## src/rtl/elevator_pkg.sv

```systemverilog
// Shared types and constants for the elevator controller slice.
package elevator_pkg;

  typedef enum logic [1:0] {
    StIdle   = 2'd0,
    StMoveUp = 2'd1,
    StMoveDn = 2'd2,
    StDoor   = 2'd3
  } state_e;

  localparam logic DIR_UP = 1'b1;
  localparam logic DIR_DN = 1'b0;

endpackage

```

## src/rtl/door_timer.sv

```systemverilog
// Door-open countdown: load to CYCLES-1, count down to zero, flag expiry at zero.
module door_timer #(
  parameter int unsigned CYCLES = 16
) (
  input  logic clk,
  input  logic reset,
  input  logic load,
  input  logic count,
  output logic expired
);

  localparam int unsigned W = ($clog2(CYCLES) > 0) ? $clog2(CYCLES) : 1;
  localparam logic [W-1:0] LOAD_VAL = W'(CYCLES - 1);

  logic [W-1:0] count_q;

  always_ff @(posedge clk or posedge reset) begin
    if (reset) begin
      count_q <= '0;
    end else if (load) begin
      count_q <= LOAD_VAL;
    end else if (count && (count_q != '0)) begin
      count_q <= count_q - 1'b1;
    end
  end

  assign expired = (count_q == '0);

endmodule

```

## src/rtl/elevator_ctrl_n.sv

```systemverilog
// Single-car collective elevator controller: latched requests, Moore FSM, door countdown.
module elevator_ctrl_n
  import elevator_pkg::*;
#(
  parameter int NUM_FLOORS  = 8,
  parameter int DOOR_CYCLES = 16,
  localparam int FLOOR_W    = ($clog2(NUM_FLOORS) > 1) ? $clog2(NUM_FLOORS) : 1
) (
  input  logic                  clk,
  input  logic                  reset,
  input  logic [NUM_FLOORS-1:0] floor_sensor,
  input  logic [NUM_FLOORS-1:0] hall_up,
  input  logic [NUM_FLOORS-1:0] hall_dn,
  input  logic [NUM_FLOORS-1:0] car_call,
  input  logic                  door_hold,
  output logic                  motor_up,
  output logic                  motor_dn,
  output logic                  door_open,
  output logic [FLOOR_W-1:0]    cur_floor,
  output logic                  dir_up,
  output logic [NUM_FLOORS-1:0] pend_up,
  output logic [NUM_FLOORS-1:0] pend_dn,
  output logic [NUM_FLOORS-1:0] pend_car
);

  // Top floor has no up button, bottom floor no down button.
  localparam logic [NUM_FLOORS-1:0] UP_MASK = {1'b0, {(NUM_FLOORS-1){1'b1}}};
  localparam logic [NUM_FLOORS-1:0] DN_MASK = {{(NUM_FLOORS-1){1'b1}}, 1'b0};

  state_e                state_q, state_d;
  logic                  dir_up_q, dir_up_d;
  logic [FLOOR_W-1:0]    cur_floor_q, cur_floor_d;
  logic [NUM_FLOORS-1:0] pend_up_q, pend_dn_q, pend_car_q;
  logic [NUM_FLOORS-1:0] clr_up, clr_dn, clr_car;
  logic [NUM_FLOORS-1:0] hall_up_m, hall_dn_m, pend_all;
  logic [FLOOR_W-1:0]    sidx;
  logic                  sensor_ok, ahead, behind, at_cur, opp_hall, match_press;
  logic                  tmr_load, tmr_count, tmr_expired;

  function automatic logic any_above(input logic [NUM_FLOORS-1:0] v,
                                     input logic [FLOOR_W-1:0] f);
    logic r;
    r = 1'b0;
    for (int i = 0; i < NUM_FLOORS; i++) begin
      if ((i > int'(f)) && v[i]) r = 1'b1;
    end
    return r;
  endfunction

  function automatic logic any_below(input logic [NUM_FLOORS-1:0] v,
                                     input logic [FLOOR_W-1:0] f);
    logic r;
    r = 1'b0;
    for (int i = 0; i < NUM_FLOORS; i++) begin
      if ((i < int'(f)) && v[i]) r = 1'b1;
    end
    return r;
  endfunction

  assign hall_up_m = hall_up & UP_MASK;
  assign hall_dn_m = hall_dn & DN_MASK;
  assign pend_all  = pend_up_q | pend_dn_q | pend_car_q;
  assign sensor_ok = $onehot(floor_sensor);

  always_comb begin
    sidx = '0;
    for (int i = 0; i < NUM_FLOORS; i++) begin
      if (floor_sensor[i]) sidx = FLOOR_W'(i);
    end
  end

  assign cur_floor_d = sensor_ok ? sidx : cur_floor_q;
  assign ahead    = dir_up_q ? any_above(pend_all, cur_floor_q) : any_below(pend_all, cur_floor_q);
  assign behind   = dir_up_q ? any_below(pend_all, cur_floor_q) : any_above(pend_all, cur_floor_q);
  assign at_cur   = pend_all[cur_floor_q];
  assign opp_hall = dir_up_q ? pend_dn_q[cur_floor_q] : pend_up_q[cur_floor_q];
  assign match_press = car_call[cur_floor_q] |
                       (dir_up_q ? hall_up_m[cur_floor_q] : hall_dn_m[cur_floor_q]);

  always_comb begin
    state_d   = state_q;
    dir_up_d  = dir_up_q;
    tmr_load  = 1'b0;
    tmr_count = 1'b0;
    clr_up    = '0;
    clr_dn    = '0;
    clr_car   = '0;
    unique case (state_q)
      StIdle: begin
        if (at_cur) begin
          state_d  = StDoor;
          tmr_load = 1'b1;
        end else if (ahead) begin
          state_d = dir_up_q ? StMoveUp : StMoveDn;
        end else if (behind) begin
          dir_up_d = ~dir_up_q;
          state_d  = dir_up_q ? StMoveDn : StMoveUp;
        end
      end
      StMoveUp: begin
        if (sensor_ok && (pend_car_q[sidx] || pend_up_q[sidx] ||
            (int'(sidx) == NUM_FLOORS - 1) || !any_above(pend_all, sidx))) begin
          state_d  = StDoor;
          tmr_load = 1'b1;
        end
      end
      StMoveDn: begin
        if (sensor_ok && (pend_car_q[sidx] || pend_dn_q[sidx] ||
            (sidx == '0) || !any_below(pend_all, sidx))) begin
          state_d  = StDoor;
          tmr_load = 1'b1;
        end
      end
      StDoor: begin
        // Requests served at this floor are dropped while the door is open.
        clr_car[cur_floor_q] = 1'b1;
        if (dir_up_q) clr_up[cur_floor_q] = 1'b1;
        else          clr_dn[cur_floor_q] = 1'b1;
        if (door_hold || match_press) begin
          tmr_load = 1'b1;
        end else if (tmr_expired) begin
          if (ahead) begin
            state_d = dir_up_q ? StMoveUp : StMoveDn;
          end else if (opp_hall) begin
            // Reopen for the passengers waiting to travel the other way.
            dir_up_d = ~dir_up_q;
            tmr_load = 1'b1;
            if (dir_up_q) clr_dn[cur_floor_q] = 1'b1;
            else          clr_up[cur_floor_q] = 1'b1;
          end else if (behind) begin
            dir_up_d = ~dir_up_q;
            state_d  = dir_up_q ? StMoveDn : StMoveUp;
          end else begin
            state_d = StIdle;
          end
        end else begin
          tmr_count = 1'b1;
        end
      end
      default: state_d = StIdle;
    endcase
  end

  always_ff @(posedge clk or posedge reset) begin
    if (reset) begin
      state_q     <= StIdle;
      dir_up_q    <= DIR_UP;
      cur_floor_q <= '0;
      pend_up_q   <= '0;
      pend_dn_q   <= '0;
      pend_car_q  <= '0;
    end else begin
      state_q     <= state_d;
      dir_up_q    <= dir_up_d;
      cur_floor_q <= cur_floor_d;
      pend_up_q   <= (pend_up_q | hall_up_m) & ~clr_up;
      pend_dn_q   <= (pend_dn_q | hall_dn_m) & ~clr_dn;
      pend_car_q  <= (pend_car_q | car_call) & ~clr_car;
    end
  end

  door_timer #(
    .CYCLES(DOOR_CYCLES)
  ) u_door_timer (
    .clk    (clk),
    .reset  (reset),
    .load   (tmr_load),
    .count  (tmr_count),
    .expired(tmr_expired)
  );

  assign motor_up  = (state_q == StMoveUp);
  assign motor_dn  = (state_q == StMoveDn);
  assign door_open = (state_q == StDoor);
  assign cur_floor = cur_floor_q;
  assign dir_up    = dir_up_q;
  assign pend_up   = pend_up_q;
  assign pend_dn   = pend_dn_q;
  assign pend_car  = pend_car_q;

endmodule

```

## config.mk

```make
export PLATFORM = sky130hd
export DESIGN_NAME = elevator_ctrl_n
export DESIGN_NICKNAME = d
export VERILOG_FILES = /design/src/rtl/elevator_pkg.sv /design/src/rtl/door_timer.sv /design/src/rtl/elevator_ctrl_n.sv
export SDC_FILE = /design/constraint.sdc
export NUM_CORES = 1
export LEC_CHECK = 0
export CAP_MARGIN = 20
export CORE_MARGIN = 3
export CORE_UTILIZATION = 51
export DETAILED_ROUTE_END_ITERATION = 7
export PLACE_DENSITY_LB_ADDON = 0.15
export SYNTH_ARGS = -nofsm -noshare
export SYNTH_HDL_FRONTEND = slang
export SYNTH_SLANG_ARGS = --single-unit
```

## constraint.sdc

```tcl
create_clock -name clk -period 3.2 [get_ports clk]
set_clock_uncertainty 0.1 [all_clocks]
set_input_delay 0.64 -clock clk [delete_from_list [all_inputs] [get_ports clk]]
set_output_delay 0.64 -clock clk [all_outputs]
set_load 0.005 [all_outputs]
```

### Yosys cells after proc, flatten, opt, wreduce, memory -nomap -nowiden

Index checks and enable logic that the tools add are counted.

| operators by class | value |
|---|---|
| add/sub/neg operators | 8 |
| magnitude comparators | 31 |
| eq/ne operators | 14 |
| muxes and demuxes | 112 |
| bitwise operators | 15 |
| reductions and logical operators | 49 |

Operators by type and width:

| kind | count |
|---|---|
| $mux W8 | 17 |
| $mux W1 | 62 |
| $or A8 B8 Y8 | 6 |
| $logic_and A1 B1 Y1 | 32 |
| $mux W2 | 14 |
| $bmux W1 S3 | 9 |
| $and A8 B8 Y8 | 3 |
| $gt A3 B3 Y1 const A | 8 |
| $not A8 Y8 | 3 |
| $lt A3 B3 Y1 const A | 6 |
| $gt A2 B3 Y1 const A | 4 |
| $lt A1 B3 Y1 const A | 4 |
| $lt A2 B3 Y1 const A | 4 |
| $mux W3 | 4 |
| $reduce_and A6 Y1 | 2 |
| $add A1 B1 Y2 | 4 |
| $lt A3 B4 Y1 const B | 2 |
| $mux W4 | 2 |
| $ne A2 B2 Y1 const B | 4 |
| $or A8 B7 Y8 | 1 |
| $pmux W2 S4 | 1 |
| $logic_or A1 B1 Y1 | 7 |
| $add A2 B2 Y3 | 2 |
| $gt A1 B3 Y1 const A | 2 |
| other kinds (21) | 26 |

| word-level totals | value |
|---|---|
| register bits | 34 |
| bits of input ports | 35 |
| output and inout port bits | 31 |
| word-level logic and storage cells | 236 |

### Longest topological paths before layout

| depth | value |
|---|---|
| depth in word-level cells | 23 |
| gate-level depth with buffers | 15 |
| depth with buffers taken out | 14 |

### By module

A second synthesis with hierarchy kept.

| second synthesis, totals | value |
|---|---|
| cell total of the unflattened synthesis | 339 |
| area, all modules | 3035.4 sq um |

Modules (own cells, without submodules):

| module | instances | cells an instance | area an instance (sq um) | sequential area each (sq um) |
|---|---|---|---|---|
| elevator_ctrl_n | 1 | 317 | 2812.7 | 752.0 |
| door_timer | 1 | 22 | 222.7 | 100.1 |

### Worst setup path before layout

Ideal clock, no wire load.

| path | value |
|---|---|
| kind | input to register |
| start point | input floor_sensor[0] |
| end point | register u_door_timer.count_q[1] |
| library setup time | 142 ps |
| arrival time | 3994 ps |
| data required time | 2958 ps |
| path slack | -1036 ps |
| cell stages on the path | 15 |
| buffers on the path | 1 |
| cells stage by stage | fa_1 > inv_1 > fa_1 > fa_1 > inv_1 > ha_1 > fa_1 > nand3_1 > o21ai_0 > and3b_1 > clkbuf_1 > a41oi_1 > o221ai_1 > o31ai_2 > o211ai_1 |

| on the way | value |
|---|---|
| cells in the longest elaborated chain, start to end | 8 |
| elaborated cells on any way between the ends | 11 |
| classes of those cells | 3 x add/sub; 1 x eq/ne; 4 x mux; 3 x reduce/logical |

RTL lines:

| element | RTL line | text |
|---|---|---|
| start: declaration | elevator_ctrl_n.sv:11 | `input logic [NUM_FLOORS-1:0] floor_sensor,` |
| $add A1 B1 Y2 (implied by the code) (*) | elevator_ctrl_n.sv:63 | `assign sensor_ok = $onehot(floor_sensor);` |
| $add A2 B2 Y3 (implied by the code) (*) | elevator_ctrl_n.sv:63 |  |
| $add A3 B3 Y4 (implied by the code) (*) | elevator_ctrl_n.sv:63 |  |
| $eq A4 B1 Y1 (*) | elevator_ctrl_n.sv:63 |  |
| $logic_and A1 B1 Y1, on equally long branches | elevator_ctrl_n.sv:108, elevator_ctrl_n.sv:101 |  |
| $mux W1, on equally long branches | elevator_ctrl_n.sv:108, elevator_ctrl_n.sv:101 |  |
| $pmux W1 S4 (*) | elevator_ctrl_n.sv:88 | `unique case (state_q)` |
| $mux W4 / $reduce_bool A2 Y1 (equally long branches) | n/a |  |
| end signal: assignment | door_timer.sv:23 | `count_q <= count_q - 1'b1;` |
| end: declaration | door_timer.sv:15 | `logic [W-1:0] count_q;` |

Mark *: on every way between the ends. The rest lies on a longest branch, timed or not.
A chain may end at the register's enable or synchronous reset.

### Final worst setup path

Same ends and word-level chain as after synthesis.

==> flow_metrics.env <==
export IMPL_cp_arrival_ps=4060
export IMPL_vdd_drop_max_mv=0.333
export IMPL_ys_flop_type="dfrtp_1"
export IMPL_root_buffer="clkbuf_8"
export IMPL_switching_share_pct=44.4
export IMPL_finalHoldViolations=0
export IMPL_p_clk_share_pct=12.3
export IMPL_crit_top_cell="fa_1"
export IMPL_register_area_um2=852
export IMPL_hold_slack_ps=422
export IMPL_tightest_slew_ps=650
export IMPL_syn_to_final_growth_pct=40.0
export IMPL_min_period_ps=4000
export IMPL_wl_per_cell_um=19.6
export IMPL_grt_start_max_net_pins=35
export IMPL_fillers=420
export IMPL_drive_gt1_share_pct=22.0
export IMPL_slowest_delay_ps=560
export IMPL_cts_clk_slew_worst_paths_ps=70
export IMPL_cts_buffer_depth=2
export IMPL_gp_congestion=0.919
export IMPL_leakagePower_nw=1.59
export IMPL_io_pins=66
export IMPL_tritoncts="done"
export IMPL_ys_ff_latch=34
export IMPL_crit_chain="buf_6 > fa_1 > inv_2 > fa_1 > fa_1 > inv_2 > ha_4 > fa_2 > and3b_2 > nor2b_4 > a32o_2 > o31ai_4 > o211ai_1"
export IMPL_antenna_left=0
export IMPL_violations="setup timing"
export IMPL_p_seq_share_pct=26.3
export IMPL_first_pass_iters=6
export IMPL_switchingPower_w=0.00123
export IMPL_yosysUniqueCellTypes=68
export IMPL_crit_required_ps=3250
export IMPL_critPathTopFamily="adder cells"
export IMPL_multi_input_area_mm2=0.00196
export IMPL_io_buffers=63
export IMPL_setup_tns_final_ps=-5500
export IMPL_combPwrFrac_pct=61.4
export IMPL_cts_num_sinks=34
export IMPL_fin_ws_ps=-804
export IMPL_fmax_mhz=250
export IMPL_gr_total_overflow=0
export IMPL_synth_edff_count=0
export IMPL_core_mm2=0.00527
export IMPL_diodes=0
export IMPL_die_h_um=81.2
export IMPL_fin_crit_sh_pct=125
export IMPL_relSlewSlack_pct=56.7
export IMPL_critPathKind="in2reg"
export IMPL_grt_usage_pct=31.7
export IMPL_crit_path_top_delay_cell="fa_1"
export IMPL_startpoint_type="primary input"
export IMPL_die_width_um=81.2
export IMPL_synth_warnings=0
export IMPL_synthCells=334
export IMPL_power_w=0.00277
export IMPL_num_vias=3190
export IMPL_grt_pass1_wl_um=15800
export IMPL_worst_path_buf_inv=3
export IMPL_synth_nets=384
export IMPL_dp_hpwl_um=7350
export IMPL_ys_async_sr_fraction_pct=100
export IMPL_dp_slack_ps=-1510
export IMPL_p_int_w=0.00154
export IMPL_seq_area_frac_synth_pct=29.6
export IMPL_worst_setup_path_end_kind="register"
export IMPL_initial_utilization_pct=54.7
export IMPL_dieArea_mm2=0.00659
export IMPL_finalSetupViolCount=9
export IMPL_routed_wl_um=9800
export IMPL_maxCapViolations=0
export IMPL_rsz0062_at_grt="yes"
export IMPL_fp_row_count=26
export IMPL_drc=0
export IMPL_fin_nets=480
export IMPL_grt_pass1_vias=3156
export IMPL_cts_htree_levels=2
export IMPL_drt_initial_drc_count=358
export IMPL_p_per_area_mw_per_mm2=687
export IMPL_postLayoutCoreUtil_pct=76.6
export IMPL_syn_cell_area_mm2=0.00288
export IMPL_hp_class="reg2reg"
export IMPL_status="finished, violations left"
export IMPL_cts_hold_buf=0
export IMPL_grt_antenna_before_repair=0
export IMPL_viasPerCell=6.37
export IMPL_slew_violations=0
export IMPL_numCtsBuffers=5
export IMPL_syn_avg_cell_area_um2=8.63
export IMPL_clk_latency_ps=290
export IMPL_cp_max_fo=5
sequential cells by signal, summed over array words and instances, names as in the netlist:
name / cells
u_door_timer.count_q: 4
state_q: 2
cur_floor: 3
pend_up: 8
pend_dn: 8
dir_up: 1
pend_car: 8
placed cells by master, fill, tap and decap left out, types with 8 or more instances in the layout:
master | netlist | layout
clkdlybuf4s50_1 | 0 | 60
buf_4 | 1 | 42
nor2_1 | 41 | 39
dfrtp_1 | 33 | 33
nand2_1 | 31 | 30
a21oi_1 | 21 | 18
inv_1 | 19 | 17
o21ai_0 | 15 | 13
nor3_1 | 11 | 11
mux2i_1 | 10 | 10
ha_1 | 11 | 10
o211ai_1 | 9 | 9
nand3_1 | 9 | 8
path summary, 6_finish.rpt:
| check | startpoint | endpoint | slack (ps) | depth (start not counted) |
|---|---|---|---|---|
| max in group asynchronous | reset | dir_up | 2020 | 3 |
| hold / removal | u_door_timer.count_q[3] | u_door_timer.count_q[3] | 420 | 2 |
| hold reg to reg | u_door_timer.count_q[3] | u_door_timer.count_q[3] | 420 | 2 |
| min in group asynchronous | reset | pend_car[7] | 650 | 3 |
| setup reg to reg | cur_floor[2] | state_q[1] | 250 | 9 |
| setup / recovery | floor_sensor[0] | u_door_timer.count_q[1] | -800 | 13 |
through the flow:
| stage | std cells | instance area [µm²] |
|---|---|---|
| 2_1_floorplan | 334 | 2920 |
| 3_3_place_gp | 492 | 3860 |
| 3_5_place_dp | 492 | 3860 |
| 4_1_cts | 500 | 3970 |
| 5_1_grt | 501 | 4040 |
| 6_report | 501 | 4040 |
synthesized netlist by cell type, drive strengths merged (4+ instances only):
| cell | n | area (µm²) |
|---|---|---|
| nor2 | 41 | 154 |
| dfrtp | 33 | 826 |
| nand2 | 31 | 116 |
| a21oi | 22 | 114 |
| inv | 19 | 71.3 |
| o21ai | 16 | 80.1 |
| nor3 | 12 | 65.1 |
| clkbuf | 11 | 41.3 |
| ha | 11 | 138 |
| nand3 | 11 | 65.1 |
| mux2i | 10 | 100 |
| o211ai | 9 | 67.6 |
| buf | 7 | 48.8 |
| mux2 | 6 | 67.6 |
| mux4 | 5 | 113 |
| nor2b | 5 | 31.3 |
| o21a | 5 | 37.5 |
| o32a | 5 | 50.1 |
| fa | 4 | 80.1 |
| nand3b | 4 | 30.0 |
final cells by class:
type                    count  area share (%)
well taps                  70            2.17
clock inverters             2           0.310
repair buffers            107            23.9
multi-input cells         261            48.5
inverters                  21            1.95
flip-flops and latches     34            21.1
clock buffers               6            2.05
metal layers:
metal,vias up,track usage [%],wire [µm]
li1,1429,-,-
met2,195,52.0,4630
met1,1527,40.7,3870
met4,0,12.0,335
met3,39,7.10,972
met5,-,0,0
worst reg2reg max path: stages (launching register included):
cell	delay (ps)
dfrtp_1	720
or2_2	330
o22a_1	160
o211ai_1	130
a2111oi_4	390
a21oi_1	150
ha_1	220
a311oi_1	270
a2bb2oi_1	110
mux2_4	270
cell families (layout without fill, tap and decap cells):
| logic type | count (synthesis) | in the layout | share of synthesized area, % |
|---|---|---|---|
| buf+inv | 39 | 136 | 5.86 |
| mux | 21 | 21 | 9.73 |
| fa+ha+maj | 15 | 15 | 7.56 |
| flops | 34 | 34 | 29.6 |
| simple gates | 120 | 120 | 19.7 |
| xor+xnor | 3 | 3 | 0.912 |
| compound gates | 102 | 102 | 26.7 |
repair_timing:
action	4_1_cts	5_1_grt
setup buffers	0	1
hold endpoints to repair	0	0
endpoints found under the setup margin	9	15
resized for setup	21	13
pin swaps	10	8
power groups by stage:
stage	combinational, W	sequential [W]	clock (W)
after detailed placement	0.00159	0.000722	0
after global placement	0.00155	0.000719	0
after CTS	0.00162	0.000715	0.000341
final	0.00170	0.000729	0.000341
after floorplan	0.00104	0.000646	0
after global routing	0.00185	0.000741	0.000361
Power figures use the tool's default switching activity.
==> variant 1: new RTL, same flow settings <==
The 4 states of `state_e` get a one-hot encoding in 4 bits.
--- a/src/rtl/elevator_pkg.sv
+++ b/src/rtl/elevator_pkg.sv
@@ -1,11 +1,11 @@
 // Shared types and constants for the elevator controller slice.
 package elevator_pkg;
 
-  typedef enum logic [1:0] {
-    StIdle   = 2'd0,
-    StMoveUp = 2'd1,
-    StMoveDn = 2'd2,
-    StDoor   = 2'd3
+  typedef enum logic [3:0] {
+    StIdle   = 4'b0001,
+    StMoveUp = 4'b0010,
+    StMoveDn = 4'b0100,
+    StDoor   = 4'b1000
   } state_e;
 
   localparam logic DIR_UP = 1'b1;
Behaviour: same outputs for any inputs over 10 cycles, from zero or initial values and one cycle with reset high; not proved beyond that.
==> variant 1 against the original RTL <==
  * The flow still finishes with violations (setup timing)
  * Power increased by 4.7%
  * Sequential cell count increased by 2
  * Setup slack got worse by 130 ps
  * Die area increased by 5.7%
  * Synthesized area increased by 6.1%
  * Cell area increased by 4.4%
  * Routed wire length increased by 8.7%
  * Count of clock-buffer cells in the layout increased by 1
  * Largest power group unchanged
==> variant 1: results <==
export IMPL_violations="setup timing"
export IMPL_grt_use_total=0.312
export IMPL_nNetsFinal=475
export IMPL_arrival_ps=4220
export IMPL_grt_pass1_wl_um=17600
export IMPL_drive_gt1_frac=0.223
export IMPL_wl_met1_um=4110
export IMPL_globalRouteMet2Util=0.504
export IMPL_cts_setup_buffers=8
export IMPL_detail_route_first_pass_iterations=5
export IMPL_place_congestion=1.01
export IMPL_status="finished with violations"
export IMPL_drt_iter0_drc=438
export IMPL_synth_area_leaders="dfrtp_1, mux4_2, nand2_1"
export IMPL_cp_max_fo=5
export IMPL_gr_usage_met3=0.0486
export IMPL_via_per_inst=6.68
export IMPL_worst_r2r_path_depth=8
export IMPL_drt_total_wl_um=10700
export IMPL_tns_ps=-8140
export IMPL_yosys_top_cells_count="dfrtp_1, nand2_1, nor2_1"
export IMPL_ys_types=75
export IMPL_reg2reg_from="pend_car[3]"
export IMPL_worst_pin_slew_ps=553
export IMPL_dp_hpwl_um=8070
export IMPL_holdPathEnd="u_door_timer.count_q[3]"
export IMPL_hold_ws_ps=447
export IMPL_grt_max_degree=37
export IMPL_grt_util_met1=0.413
export IMPL_p_leak_nw=1.60
export IMPL_r2r_end="dir_up"
export IMPL_irDropWorstVdd_mv=0.404
export IMPL_r2r_setup_slack_ps=350
export IMPL_cts_repair_resized=25
export IMPL_setup_violations_final=10
export IMPL_yosysSeqAreaShare=0.295
export IMPL_crit_end="state_q[1]"
export IMPL_wl_met3_um=1150
export IMPL_dpl_instance_area_mm2=0.00401
export IMPL_finalWorstSetupSlack_ps=-935
variant 1: changes by cell type after synthesis, moves of 4 or more:
cell / before / now
clkbuf_1: 11 / 5
a31oi_1: 1 / 10
a21oi_1: 21 / 17
ha_1: 11 / 6
mux4_2: 5 / 9
or3_1: 0 / 4
a21o_1: 0 / 5
nor2_1: 41 / 27
o22ai_1: 3 / 9
variant 1: per-stage QoR:
| step | power, mW | setup slack, ps |
|---|---|---|
| finish | 2.90 | -935 |
| global route | 3.05 | -1070 |
| CTS | 2.87 | -1030 |
| detailed placement | 2.30 | -1600 |
| global placement | 2.27 | -1500 |
| floorplan | 1.69 | -978 |
variant 1: worst max-delay path, stage by stage:
cell,delay [ps]
buf_6,90
fa_1,540
inv_1,50
fa_1,450
fa_1,490
inv_1,40
ha_2,170
fa_1,470
buf_6,150
nor4b_4,330
a31oi_4,90
a21oi_2,120
o211ai_1,140
a31oi_2,250
nor2_1,70
o2bb2ai_1,120
variant 1: cell type report:
| class | instances | area [um2] |
|---|---|---|
| multi-input combinational | 266 | 2090 |
| fill | 424 | 1430 |
| timing repair buffer | 103 | 940 |
| sequential | 36 | 903 |
| clock buffer | 7 | 96.3 |
| tap | 72 | 90.1 |
| inverter | 18 | 67.6 |
| clock inverter | 1 | 30.0 |
variant 1: power by group:
group	switching [mW]	internal, mW	leakage [nW]
Sequential	0.190	0.571	0.359
Clock	0.176	0.275	0.0645
Combinational	0.870	0.819	1.17
variant 1: logic make-up (layout without fill, tap and decap cells):
group	count (synthesis)	in the layout	share of synthesized area
AOI/OAI and AO/OA	108	108	0.264
muxes	20	20	0.112
xor gates and xnor gates	3	3	0.00859
buffers and inverters	33	129	0.0466
adders and majority gates	10	10	0.0507
and+or+nand+nor	125	125	0.222
DFF	36	36	0.295
==> variant 2: new RTL, same settings <==
Without the edit above. Change the parameter `DOOR_CYCLES` from 16 to 32.
--- a/src/rtl/elevator_ctrl_n.sv
+++ b/src/rtl/elevator_ctrl_n.sv
@@ -3,7 +3,7 @@
   import elevator_pkg::*;
 #(
   parameter int NUM_FLOORS  = 8,
-  parameter int DOOR_CYCLES = 16,
+  parameter int DOOR_CYCLES = 32,
   localparam int FLOOR_W    = ($clog2(NUM_FLOORS) > 1) ? $clog2(NUM_FLOORS) : 1
 ) (
   input  logic                  clk,
Behaviour: no difference found for any inputs over 10 cycles, from zero or initial values and one cycle with reset high; that may be too few to reach the edited logic, so the function may still have changed.
==> variant 2 against the original RTL <==
  * The run still ends with setup timing left
  * Synthesized area increased by 5.9%
  * Via count increased by 7.8%
  * Worst hold slack improved by 26 ps
  * Sequential cell count increased by 1
  * Maximum frequency decreased by 2.5%
  * Routed wire length increased by 7.9%
  * Power increased by 5.6%
  * Non-clock buffer count increased by 6
  * Cell area increased by 4.7%
  * Setup slack got worse by 100 ps
  * Die area increased by 5.5%
  * Critical endpoint unchanged
  * Largest power group unchanged
==> variant 2: results <==
export IMPL_clk_path_buf_depth=2
export IMPL_cts_buffers=5
export IMPL_cp_top_family="adder cells"
export IMPL_place_congestion=0.989
export IMPL_cts_root_buffer="clkbuf_8"
export IMPL_cts_repair_resized=19
export IMPL_cp_slowest_cell="fa_1"
export IMPL_num_vias=3439
export IMPL_grt_max_degree=36
export IMPL_cts_setup_buffers=2
export IMPL_p_int_mw=1.61
export IMPL_antenna_found_initial=0
export IMPL_violations="setup timing"
export IMPL_async_flop_share=1.00
export IMPL_detail_route_first_pass_iterations=5
export IMPL_max_stage_delay_ps=540
export IMPL_synth_area_leaders="dfrtp_1, mux4_2, mux2i_1"
export IMPL_antenna_cells=0
export IMPL_ys_types=63
export IMPL_numPortBuffers=63
export IMPL_dpl_instance_area_mm2=0.00409
export IMPL_arrival_ps=4170
export IMPL_tns_ps=-7500
export IMPL_pre_cts_ws_ps=-1630
export IMPL_wl_per_cell_um=20.2
export IMPL_irDropWorstVdd_mv=0.433
export IMPL_nNetsFinal=501
export IMPL_yosysSeqAreaShare=0.287
export IMPL_p_leak_nw=1.64
export IMPL_yosys_top_cells_count="nor2_1, dfrtp_1, a21oi_1"
export IMPL_syn_area_per_cell_um2=8.74
export IMPL_ys_warn_count=0
export IMPL_cp_max_fo=5
export IMPL_finalWorstSetupSlack_ps=-907
export IMPL_drive_gt1_frac=0.215
export IMPL_htree_levels=2
export IMPL_hold_path_class="flop to flop"
export IMPL_setup_violations_final=10
export IMPL_status="finished with violations"
export IMPL_cts_reportedPaths_clkPinSlew_ps=80
export IMPL_dp_hpwl_um=8380
export IMPL_drt_iter0_drc=372
export IMPL_worst_r2r_path_depth=11
export IMPL_grt_pass1_wl_um=17700
export IMPL_synth_nets=399
export IMPL_insertion_delay_ps=290
export IMPL_holdPathStages=2
export IMPL_layoutNonFillerInstCount=524
export IMPL_worst_pin_slew_ps=644
export IMPL_grt_use_total=0.315
-- variant 2: area by class of cell --
cell class | count | area, um2
clock buffers | 7 | 86.3
flip-flops and latches | 35 | 877
clock inverters | 1 | 5.00
inverters | 20 | 75.1
multi-input cells | 276 | 2080
repair buffers | 113 | 1010
well taps | 72 | 90.1
fillers | 406 | 1420
-- variant 2: kinds of logic after synthesis --
group           after synthesis  share of synthesized area
simple gates                118                      0.187
fa+ha+maj                    15                     0.0713
buf+inv                      38                     0.0525
mux                          27                      0.126
xor+xnor                      3                    0.00861
compound gates              113                      0.267
flops                        35                      0.287
-- variant 2: worst reg2reg max path, cell delays in order, from the launching register on --
cell	delay, ps
dfrtp_1	420
or3_1	510
o21ai_1	200
a221oi_1	140
a221oi_4	390
mux2i_1	170
ha_1	230
inv_1	50
a21oi_1	50
o32a_1	300
o211ai_1	210
mux2i_1	100
-- variant 2: per-layer routing --
layer,vias up,routed length (um),track usage
met3,55,1020,0.0585
met1,1629,4290,0.424
li1,1513,-,-
met5,-,0,0
met4,0,448,0.108
met2,242,4820,0.507
-- variant 2: power groups by stage --
stage | combinational (mW) | sequential (mW) | clock, mW
floorplan | 1.20 | 0.622 | 0
detailed placement | 1.82 | 0.700 | 0
global route | 2.04 | 0.717 | 0.360
finish | 1.89 | 0.703 | 0.338
global placement | 1.78 | 0.697 | 0
CTS | 1.86 | 0.694 | 0.339
-- variant 2: final timing paths --
check / endpoint / slack, ps / startpoint
hold reg to reg: u_door_timer.count_q[4] / 450 / u_door_timer.count_q[4]
setup / recovery: u_door_timer.count_q[1] / -910 / floor_sensor[0]
min in group asynchronous: pend_car[0] / 660 / reset
hold / removal: u_door_timer.count_q[4] / 450 / u_door_timer.count_q[4]
setup reg to reg: state_q[1] / 210 / pend_car[4]
max in group asynchronous: dir_up / 1990 / reset
